**config.mk**
```make
export PLATFORM = sky130hd
export DESIGN_NAME = moon_motion_ctrl_flat
export DESIGN_NICKNAME = d
export VERILOG_FILES = /design/src/rtl/stg_pkg.sv /design/src/rtl/moon_motion_ctrl_if.sv /design/src/rtl/stg_tick_gen.sv /design/src/rtl/moon_motion_ctrl.sv /design/src/flat_wrapper.sv
export SDC_FILE = /design/constraint.sdc
export NUM_CORES = 1
export LEC_CHECK = 0
export ABC_AREA = 1
export ABC_CLOCK_PERIOD_IN_PS = 3000
export BUFFER_PORTS_ARGS = -buffer_cell sky130_fd_sc_hd__buf_4
export CAP_MARGIN = 15
export CORE_MARGIN = 2
export CORE_UTILIZATION = 60
export CTS_CLUSTER_SIZE = 10
export DETAILED_ROUTE_END_ITERATION = 8
export HOLD_SLACK_MARGIN = 0.15
export PLACE_DENSITY = 0.79
export SETUP_SLACK_MARGIN = 0.4
export SLEW_MARGIN = 10
export SYNTH_ARGS = -nofsm -noshare
export SYNTH_HDL_FRONTEND = slang
export SYNTH_SLANG_ARGS = --single-unit
```
**constraint.sdc**
```tcl
create_clock -name clk -period 3 [get_ports clk]
set_input_delay 0.15 -clock clk [delete_from_list [all_inputs] [get_ports clk]]
set_output_delay 0.15 -clock clk [all_outputs]
set_load 0.02 [all_outputs]
```
**src/rtl/stg_pkg.sv**
```systemverilog
// Shared playfield types and helpers for the sprite motion controllers.
// Holds the phase codes, the coordinate width and the clamped single-step function.
package stg_pkg;

    localparam int COORD_W  = 10;
    localparam int PF_MAX_X = 384;
    localparam int PF_MAX_Y = 448;

    typedef logic [COORD_W-1:0] coord_t;

    typedef enum logic [2:0] {
        PH_SPAWN = 3'd0,
        PH_AIM   = 3'd1,
        PH_CHASE = 3'd2,
        PH_REST  = 3'd3,
        PH_FIRE  = 3'd4
    } phase_e;

    typedef enum logic [1:0] {
        DIR_ZERO = 2'd0,
        DIR_POS  = 2'd1,
        DIR_NEG  = 2'd2
    } dir_e;

    // Unsigned compare: coordinates are never treated as signed.
    function automatic dir_e dir_toward(input coord_t target, input coord_t pos);
        dir_e d;
        d = DIR_ZERO;
        if (target > pos) begin
            d = DIR_POS;
        end else if (target < pos) begin
            d = DIR_NEG;
        end
        return d;
    endfunction

    function automatic coord_t step_clamp(input coord_t pos, input dir_e dir, input coord_t lim);
        coord_t r;
        r = pos;
        case (dir)
            DIR_POS: r = (pos >= lim) ? lim : pos + coord_t'(1);
            DIR_NEG: r = (pos == '0) ? '0 : pos - coord_t'(1);
            default: r = pos;
        endcase
        return r;
    endfunction

endpackage

```
**src/rtl/moon_motion_ctrl_if.sv**
```systemverilog
// Control/status bundle between the moon sequencer and its surroundings.
// The slave side is the sequencer; the master side is the game logic driving it.
interface moon_motion_ctrl_if;

    logic            enable;
    stg_pkg::coord_t player_x;
    stg_pkg::coord_t player_y;
    logic            fire_ack;
    stg_pkg::coord_t moon_x;
    stg_pkg::coord_t moon_y;
    logic [2:0]      phase;
    logic            tick;
    logic            fire_req;

    modport master (
        output enable, player_x, player_y, fire_ack,
        input  moon_x, moon_y, phase, tick, fire_req
    );

    modport slave (
        input  enable, player_x, player_y, fire_ack,
        output moon_x, moon_y, phase, tick, fire_req
    );

endinterface

```
**src/rtl/stg_tick_gen.sv**
```systemverilog
// Enable-gated game-tick divider: one-cycle strobe every TICK_DIV running cycles.
// The count freezes while paused, so the tick phase survives a pause.
module stg_tick_gen #(
    parameter int TICK_DIV = 2000000
) (
    input  logic clk,
    input  logic reset,
    input  logic enable,
    output logic tick
);

    localparam int CW = $clog2(TICK_DIV);

    logic [CW-1:0] cnt_q;
    logic [CW-1:0] cnt_d;
    logic          wrap;

    assign wrap = (cnt_q == CW'(TICK_DIV - 1));
    assign tick = enable & wrap;

    always_comb begin
        cnt_d = cnt_q;
        if (enable) begin
            cnt_d = wrap ? '0 : cnt_q + CW'(1);
        end
    end

    always_ff @(posedge clk or negedge reset) begin
        if (!reset) begin
            cnt_q <= '0;
        end else begin
            cnt_q <= cnt_d;
        end
    end

endmodule

```
**src/rtl/moon_motion_ctrl.sv**
```systemverilog
// Moon boss sequencer: spawn hold, aim, chase, rest, fire handshake, repeat.
// Single-clock; all motion is gated by the shared game-tick strobe.
module moon_motion_ctrl
    import stg_pkg::*;
#(
    parameter int TICK_DIV    = 2000000,
    parameter int MAX_X       = PF_MAX_X,
    parameter int MAX_Y       = PF_MAX_Y,
    parameter int START_X     = 192,
    parameter int START_Y     = 100,
    parameter int SPAWN_TICKS = 10,
    parameter int CHASE_STEPS = 128,
    parameter int REST_TICKS  = 50
) (
    input logic               clk,
    input logic               reset,
    moon_motion_ctrl_if.slave bus
);

    localparam int SPAWN_W = $clog2(SPAWN_TICKS) + 1;
    localparam int STEP_W  = $clog2(CHASE_STEPS) + 1;
    localparam int REST_W  = $clog2(REST_TICKS) + 1;

    localparam coord_t MAX_X_C   = coord_t'(MAX_X);
    localparam coord_t MAX_Y_C   = coord_t'(MAX_Y);
    localparam coord_t START_X_C = coord_t'(START_X);
    localparam coord_t START_Y_C = coord_t'(START_Y);

    phase_e             state_q, state_d;
    coord_t             x_q, x_d;
    coord_t             y_q, y_d;
    dir_e               dx_q, dx_d;
    dir_e               dy_q, dy_d;
    logic [SPAWN_W-1:0] spawn_cnt_q, spawn_cnt_d;
    logic [STEP_W-1:0]  step_cnt_q, step_cnt_d;
    logic [REST_W-1:0]  rest_cnt_q, rest_cnt_d;

    logic              tick;
    coord_t            nx, ny;
    logic [STEP_W-1:0] step_nxt;
    logic              run_done;

    stg_tick_gen #(
        .TICK_DIV (TICK_DIV)
    ) u_tick (
        .clk    (clk),
        .reset  (reset),
        .enable (bus.enable),
        .tick   (tick)
    );

    assign nx       = step_clamp(x_q, dx_q, MAX_X_C);
    assign ny       = step_clamp(y_q, dy_q, MAX_Y_C);
    assign step_nxt = step_cnt_q + STEP_W'(1);

    // Evaluated on the post-step position, so a run started on a border and
    // clamped there still ends after its first tick.
    assign run_done = (nx == '0) || (nx == MAX_X_C) || (ny == '0) || (ny == MAX_Y_C)
                   || (step_nxt == STEP_W'(CHASE_STEPS))
                   || ((dx_q == DIR_ZERO) && (dy_q == DIR_ZERO));

    always_comb begin
        state_d     = state_q;
        x_d         = x_q;
        y_d         = y_q;
        dx_d        = dx_q;
        dy_d        = dy_q;
        spawn_cnt_d = spawn_cnt_q;
        step_cnt_d  = step_cnt_q;
        rest_cnt_d  = rest_cnt_q;
        case (state_q)
            PH_SPAWN: begin
                if (tick) begin
                    if (spawn_cnt_q == SPAWN_W'(SPAWN_TICKS - 1)) begin
                        spawn_cnt_d = '0;
                        state_d     = PH_AIM;
                    end else begin
                        spawn_cnt_d = spawn_cnt_q + SPAWN_W'(1);
                    end
                end
            end
            PH_AIM: begin
                if (bus.enable) begin
                    dx_d       = dir_toward(bus.player_x, x_q);
                    dy_d       = dir_toward(bus.player_y, y_q);
                    step_cnt_d = '0;
                    state_d    = PH_CHASE;
                end
            end
            PH_CHASE: begin
                if (tick) begin
                    x_d        = nx;
                    y_d        = ny;
                    step_cnt_d = step_nxt;
                    if (run_done) begin
                        state_d = PH_REST;
                    end
                end
            end
            PH_REST: begin
                if (tick) begin
                    if (rest_cnt_q == REST_W'(REST_TICKS - 1)) begin
                        rest_cnt_d = '0;
                        state_d    = PH_FIRE;
                    end else begin
                        rest_cnt_d = rest_cnt_q + REST_W'(1);
                    end
                end
            end
            // The handshake completes even while paused.
            PH_FIRE: begin
                if (bus.fire_ack) begin
                    state_d = PH_AIM;
                end
            end
            default: state_d = PH_SPAWN;
        endcase
    end

    always_ff @(posedge clk or negedge reset) begin
        if (!reset) begin
            state_q     <= PH_SPAWN;
            x_q         <= START_X_C;
            y_q         <= START_Y_C;
            dx_q        <= DIR_ZERO;
            dy_q        <= DIR_ZERO;
            spawn_cnt_q <= '0;
            step_cnt_q  <= '0;
            rest_cnt_q  <= '0;
        end else begin
            state_q     <= state_d;
            x_q         <= x_d;
            y_q         <= y_d;
            dx_q        <= dx_d;
            dy_q        <= dy_d;
            spawn_cnt_q <= spawn_cnt_d;
            step_cnt_q  <= step_cnt_d;
            rest_cnt_q  <= rest_cnt_d;
        end
    end

    assign bus.moon_x   = x_q;
    assign bus.moon_y   = y_q;
    assign bus.phase    = state_q;
    assign bus.tick     = tick;
    assign bus.fire_req = (state_q == PH_FIRE);

endmodule

```
**src/flat_wrapper.sv**
```systemverilog
// flat-port wrapper written by rule: the top's interface ports become plain ports
module moon_motion_ctrl_flat import stg_pkg::*;
#(
    parameter int TICK_DIV    = 2000000,
    parameter int MAX_X       = PF_MAX_X,
    parameter int MAX_Y       = PF_MAX_Y,
    parameter int START_X     = 192,
    parameter int START_Y     = 100,
    parameter int SPAWN_TICKS = 10,
    parameter int CHASE_STEPS = 128,
    parameter int REST_TICKS  = 50
)
  (clk, reset, bus_enable, bus_player_x, bus_player_y, bus_fire_ack, bus_moon_x, bus_moon_y, bus_phase, bus_tick, bus_fire_req);
  moon_motion_ctrl_if bus_i ();
  input logic clk;
  input logic reset;
  input wire logic [$bits(bus_i.enable)-1:0] bus_enable;
  input wire logic [$bits(bus_i.player_x)-1:0] bus_player_x;
  input wire logic [$bits(bus_i.player_y)-1:0] bus_player_y;
  input wire logic [$bits(bus_i.fire_ack)-1:0] bus_fire_ack;
  output wire logic [$bits(bus_i.moon_x)-1:0] bus_moon_x;
  output wire logic [$bits(bus_i.moon_y)-1:0] bus_moon_y;
  output wire logic [$bits(bus_i.phase)-1:0] bus_phase;
  output wire logic [$bits(bus_i.tick)-1:0] bus_tick;
  output wire logic [$bits(bus_i.fire_req)-1:0] bus_fire_req;
  assign bus_i.enable = bus_enable;
  assign bus_i.player_x = bus_player_x;
  assign bus_i.player_y = bus_player_y;
  assign bus_i.fire_ack = bus_fire_ack;
  assign bus_moon_x = bus_i.moon_x;
  assign bus_moon_y = bus_i.moon_y;
  assign bus_phase = bus_i.phase;
  assign bus_tick = bus_i.tick;
  assign bus_fire_req = bus_i.fire_req;
  moon_motion_ctrl #(.TICK_DIV(TICK_DIV), .MAX_X(MAX_X), .MAX_Y(MAX_Y), .START_X(START_X), .START_Y(START_Y), .SPAWN_TICKS(SPAWN_TICKS), .CHASE_STEPS(CHASE_STEPS), .REST_TICKS(REST_TICKS)) u_core (.clk(clk), .reset(reset), .bus(bus_i));
endmodule
```
# Yosys cells after proc, flatten, opt, wreduce, memory -nomap -nowiden
# Index checks and enable logic that the tools add are counted.
# word_totals
reg_bits,68
inputBits,24
out_inout_bits,25
wordCells,91
# op_classes
addsub,8
magnitude_cmp,6
n_eq_ne,22
muxes,25
bitwise,1
reduce_logical,20
# op_table
cell,count
$logic_not A10 Y1,4
$mux W10,4
$pmux W10 S2,2
$mux W3,8
$add A21 B1 Y21 const B,1
$eq A21 B21 Y1 const B,1
$mux W21,1
$add A10 B1 Y10 const B,2
$eq A10 B9 Y1 const B,2
$ge A10 B9 Y1 const B,2
$gt A10 B10 Y1,2
$lt A10 B10 Y1,2
$sub A10 B1 Y10 const B,2
$mux W8,2
$pmux W8 S2,1
$pmux W3 S5,1
$ne A2 B2 Y1 const B,5
$add A8 B1 Y8 const B,1
$eq A8 B8 Y1 const B,1
$mux W2,4
$reduce_and A2 Y1,4
$reduce_and A8 Y1,1
$add A7 B1 Y7 const B,1
$eq A7 B6 Y1 const B,1
other kinds (17),27

# Depth between registers and ports, before layout
# depth
ltp_word,12
depth_mapped,17
mapped_depth_nobuf,17

# By module
# From an unflattened synthesis, not the netlist that was laid out.
# hier_totals
hier_cells,806
hier_area_um2,5550.3
# by_module_without_submodules
module,instances,cells_per_inst,area_each_um2,seq_area_each_um2
moon_motion_ctrl,1,622,4212.8,1182.4
stg_tick_gen,1,184,1337.5,525.5

# Least setup slack after synthesis
# Ideal clock, no wire load.
# synth_path
kind,register to register
from,"register u_core.y_q[0], in the netlist u_core.bus.moon_y[0]"
to,"register u_core.state_q[0], in the netlist u_core.bus.phase[0]"
t_arrival_ns,1.974
t_required_ns,2.882
slack_ns,0.908
stages_incl_launch_ff,18
path_buffers,0
period_less_slack_ns,2.092
cell_sequence,dfrtp_1 inv_1 ha_1 nand2_2 nor2_4 nand2_2 nand2_4 nand2_2 nand3_2 nand2_1 nor2_1 nand2_1 nor2_1 nand2_1 nand4_2 nand3_2 nand2_1 nand2_1
# synth_via
elab_chain_cells,10
word_cells_on_any_way,15
# synth_lines
item,line_no,text
"start, declared",moon_motion_ctrl.sv:31,"coord_t y_q, y_d;"
"start signal, assigned",moon_motion_ctrl.sv:133,y_q <= y_d;
$sub A10 B1 Y10 (tied with other cells),stg_pkg.sv:42,DIR_NEG: r = (pos == '0) ? '0 : pos - coord_t'(1);
"$mux W10, on equally long branches","stg_pkg.sv:42, stg_pkg.sv:41",
$pmux W10 S2 (*),stg_pkg.sv:40,case (dir)
$logic_not A10 Y1,moon_motion_ctrl.sv:58,assign run_done = (nx == '0) || (nx == MAX_X_C) || (ny == '0) || (ny == MAX_Y_C)
$logic_or A1 B1 Y1,moon_motion_ctrl.sv:58,
$logic_or A1 B1 Y1 (*),moon_motion_ctrl.sv:58,
$logic_or A1 B1 Y1 (*),moon_motion_ctrl.sv:59,|| (step_nxt == STEP_W'(CHASE_STEPS))
$logic_or A1 B1 Y1 (*),moon_motion_ctrl.sv:60,|| ((dx_q == DIR_ZERO) && (dy_q == DIR_ZERO));
$ne A2 B1 Y1 (no source line) (*),-,
$reduce_and A8 Y1 (no source line) (*),-,
"end signal, assigned",moon_motion_ctrl.sv:131,state_q <= state_d;
"end, declared",moon_motion_ctrl.sv:29,"phase_e state_q, state_d;"
# Mark *: on every way between the ends. The rest lies on a longest branch, timed or not.
# A chain may end at the register's enable or synchronous reset.

# Worst setup path after layout
# layout_path
from,"register u_core.x_q[0], in the netlist u_core.bus.moon_x[0]"
to,"register u_core.state_q[1], in the netlist u_core.bus.phase[1]"
# layout_via
elab_chain_cells,11
word_cells_on_any_way,16
# layout_lines
item,line_no,text
"start, declared",moon_motion_ctrl.sv:30,"coord_t x_q, x_d;"
"start signal, assigned",moon_motion_ctrl.sv:123,x_q <= START_X_C;
"start signal, assigned",moon_motion_ctrl.sv:132,x_q <= x_d;
$sub A10 B1 Y10 (tied with other cells),stg_pkg.sv:42,
"$mux W10, on equally long branches","stg_pkg.sv:42, stg_pkg.sv:41",
$pmux W10 S2 (*),stg_pkg.sv:40,
$eq A10 B9 Y1 / $logic_not A10 Y1 (equally long branches),moon_motion_ctrl.sv:58,
$logic_or A1 B1 Y1 (*) (3 in series),moon_motion_ctrl.sv:58,
$logic_or A1 B1 Y1 (*),moon_motion_ctrl.sv:59,
$logic_or A1 B1 Y1 (*),moon_motion_ctrl.sv:60,
$ne A2 B1 Y1 (no source line) (*),-,
$reduce_and A8 Y1 (no source line) (*),-,
# Marked as above.

==> results.toml <==
[die]
start_util_pct = 61.1
fp.coreArea_sq_um = 8640
fp.dieArea_sq_um = 9550
fp.dieH_microns = 97.7
rows = 34
die_width_microns = 97.7
ios = 49

[worst_setup_path]
worstPathRequired_ns = 3.24
criticalPathCategory = "flip-flop to flip-flop"
cp-end-kind = "flip-flop"
crit_fanout = 7
worstPathCellList = "inv_1 -> ha_1 -> inv_1 -> nor2_2 -> nand2_1 -> nor2_1 -> nand4_1 -> nand2_1 -> nand2_1 -> nand2_1 -> nand3_1 -> nand2_1 -> nand3_1 -> nand4_2 -> nand3_2 -> nand2_1 -> nand2_1"
crit_family = "simple AND/OR/NAND/NOR gates"
startpoint_type = "flip-flop"
worstPathBufferInverterCount = 2
cp_slowest_cell = "dfrtp_1"
max_stage_delay_ns = 0.48
crit_arrival_ns = 2.64
cpMostUsedCell = "nand2_1"

[global_routing]
grt_pass1_wl_mm = 22.3
grt_util_all_layers_pct = 28.0
grt_pass1_vias = 4967
grt_start_max_net_pins = 69
grt.met1_usage_pct = 36.9
grt_util_met2_pct = 47.7
antenna_found_initial = 0
grtUsageMet3_pct = 4.37
top_usage_layer = "met2"
grt-ovfl-total = 0

[synthesis]
synth_ff_type = "dfrtp_1"
synth_xor_area_share_pct = 2.82
synth_area_leaders = "dfrtp_1 30%, nand2_1 13%, ha_1 8.5%, inv_1 7.0%, nand3_1 5.7%"
synth_top_area_share_pct = 29.9
synthCells = 758
syn_area_sq_um = 5270
yosysTopAreaCell = "dfrtp_1"
synth-seq-area-share_pct = 32.4
syn_area_per_cell_sq_um = 6.96
synth_seq_cells = 68
async_flop_share_pct = 100
muxShareOfSynthArea_pct = 1.28
synth_fa_ha_area_share_pct = 8.54
synth_top_family_by_area = "simple AND/OR/NAND/NOR gates"
synth_edf_count = 0
synthSimpleGateAreaFrac_pct = 33.5
yosys.cell_types.count = 43
synth_nets = 818
ys_warn_count = 0
synth_compound_area_share_pct = 11.3

[power]
peakVddDrop_mv = 0.339
p_per_area_nw_per_um2 = 343
leakagePower_nw = 3.12

[timing]
slew-limit-headroom_pct = 43.5
worst_pin_slew_ns = 0.847
skew_ns = 0.0103
tns_ns = 0
setup_viol = 0
fin_crit_ns = 2.40
final_max_slew_viol_count = 0
period_share_pct = 80.1
rsz0062_at_grt = "false"
hold_viol = 0
max_freq_ghz = 0.416

[detailed_routing]
drtAntennaViolNets = 0
drt_iter0_markers = 224
viasPerCell = 5.68
wl_mm = 13.0
drtPass1Iterations = 5
routedWlPerCell_microns = 14.2
via_count = 5194
route.detailed.drc = 0

[cells_and_area]
postLayoutCellArea_sq_um = 5900
layout.nets = 862
area_growth_pct = 11.9
drive_above_1_share_pct = 13.9
n_antenna_cell = 0
fin_util_pct = 68.3

[cts]
htreeDepth = 3
cts_inserted_buffers = 9
clockBufferDepth = 2
clk_pin_slew_ns = 0.08
cts_tree = "done"
clock_latency_ns = 0.35
cts_sinks = 68
clock-root-buffer = "clkbuf_8"
post-cts-setup-buffer-count = 0

[place]
gp_congestion = 0.915
place_area_sq_um = 5660
port_buffers = 48
hpwl_mm = 9.76

[status]
outcome = "complete, no violations"

[job]
maxCapViolCount = 0

[hold_path]
hold_class = "input port to flip-flop"
## cells in the final DEF (no fill, tap or decap), types with 3 or more instances in the layout
cell type	synthesis	layout
mux2_4	3	3
dfstp_2	5	5
nor2_2	4	5
nand2_4	3	3
xor2_1	16	16
inv_1	99	98
buf_4	2	48
nor2_1	71	70
dlygate4sd3_1	0	3
nor4_1	6	6
o21ai_1	5	5
nand2_2	5	5
nand2_1	184	184
ha_1	36	35
nand3_1	60	60
o22ai_1	7	7
nand4_1	28	28
nand3_2	3	3
inv_2	12	13
o21ai_0	49	49
a21oi_1	40	40
nor3_1	18	18
a31oi_1	3	3
clkbuf_8	0	10
dfrtp_1	63	63
## logic make-up (layout without fill, tap and decap cells)
logic type               after synthesis  count (layout)
AO/OA/AOI/OAI                        112             112
XOR/XNOR                              17              17
adder cells (fa/ha/maj)               36              36
buffers and inverters                130             179
flip-flops                            68              68
multiplexers                           5               5
AND/OR/NAND/NOR                      390             390
## final cells by class
cell class	count	area, sq um
clock inverters	5	60.1
well taps	108	135
fillers	743	2740
repair buffers	51	390
inverters	112	425
flip-flops and latches	68	1710
clock buffers	11	141
multi-input cells	560	3040
## metrics by stage
step | setup WS (ns) | power (W) | hold WS, ns | instances
floorplan | 0.908 | 0.00116 | -0.146 | 758
global placement | 0.683 | 0.00123 | 0.314 | 896
detailed placement | 0.591 | 0.00124 | 0.302 | 896
CTS | 0.577 | 0.00204 | 0.295 | 915
global route | 0.415 | 0.00213 | 0.344 | 915
finish | 0.596 | 0.00202 | 0.307 | 915
## layer usage
| layer | vias up | wire (microns) |
|---|---|---|
| met5 | - | 0 |
| met4 | 0 | 163 |
| met3 | 20 | 701 |
| met2 | 159 | 6360 |
| met1 | 2436 | 5760 |
| li1 | 2579 | - |
## worst paths after layout
| check | startpoint | to | slack, ns | cells past startpoint |
|---|---|---|---|---|
| worst max-delay path | u_core.bus.moon_x[0]$_DFFE_PN0P_ | u_core.bus.phase[1]$_DFFE_PN0P_ | 0.60 | 17 |
| max in group asynchronous | reset | u_core.step_cnt_q[6]$_DFFE_PN0P_ | 2.00 | 2 |
| worst min register to register | u_core.rest_cnt_q[6]$_DFFE_PN0P_ | u_core.rest_cnt_q[6]$_DFFE_PN0P_ | 0.48 | 1 |
| worst max register to register | u_core.bus.moon_x[0]$_DFFE_PN0P_ | u_core.bus.phase[1]$_DFFE_PN0P_ | 0.60 | 17 |
| min in group asynchronous | reset | u_core.bus.moon_y[7]$_DFFE_PN0P_ | 0.42 | 2 |
| worst min-delay path | bus_player_x[1] | u_core.dx_q[0]$_DFFE_PN0P_ | 0.31 | 5 |
## sequential cells by signal, summed over array words and instances (netlist names)
register and count:
u_core.dx_q 2, u_core.bus.phase 3, u_core.bus.moon_x 10, u_core.spawn_cnt_q 5, u_core.dy_q 2, u_core.step_cnt_q 8
u_core.u_tick.cnt_q 21, u_core.rest_cnt_q 7, u_core.bus.moon_y 10
## report_power, final
part / internal [W] / total (W) / switching [W]
combinational: 0.0000913 / 0.000224 / 0.000133
clock: 0.000410 / 0.000797 / 0.000386
sequential: 0.000961 / 0.00100 / 0.0000428
total: 0.00146 / 0.00202 / 0.000562
## cells in the mapped netlist (4+ instances only)
master / count
nand2_1: 184
inv_1: 99
nor2_1: 71
dfrtp_1: 63
nand3_1: 60
o21ai_0: 49
a21oi_1: 40
ha_1: 36
nand4_1: 28
nor3_1: 18
xor2_1: 16
inv_2: 12
o22ai_1: 7
buf_2: 6
nor4_1: 6
clkbuf_1: 5
dfstp_2: 5
nand2_2: 5
o21ai_1: 5
nor2_2: 4
## timing repair
item	4_1_cts	5_1_grt
hold buffers	3	0
setup endpoints to repair	0	3
gates resized for setup	0	3
endpoints found under the hold margin	66	0
## worst min-delay path, cell delays in order
cell and delay (ns):
buf_4 0.09, ha_1 0.13, nand3_1 0.08, nand2_1 0.07, o21ai_0 0.08
Power figures use the tool's default switching activity.
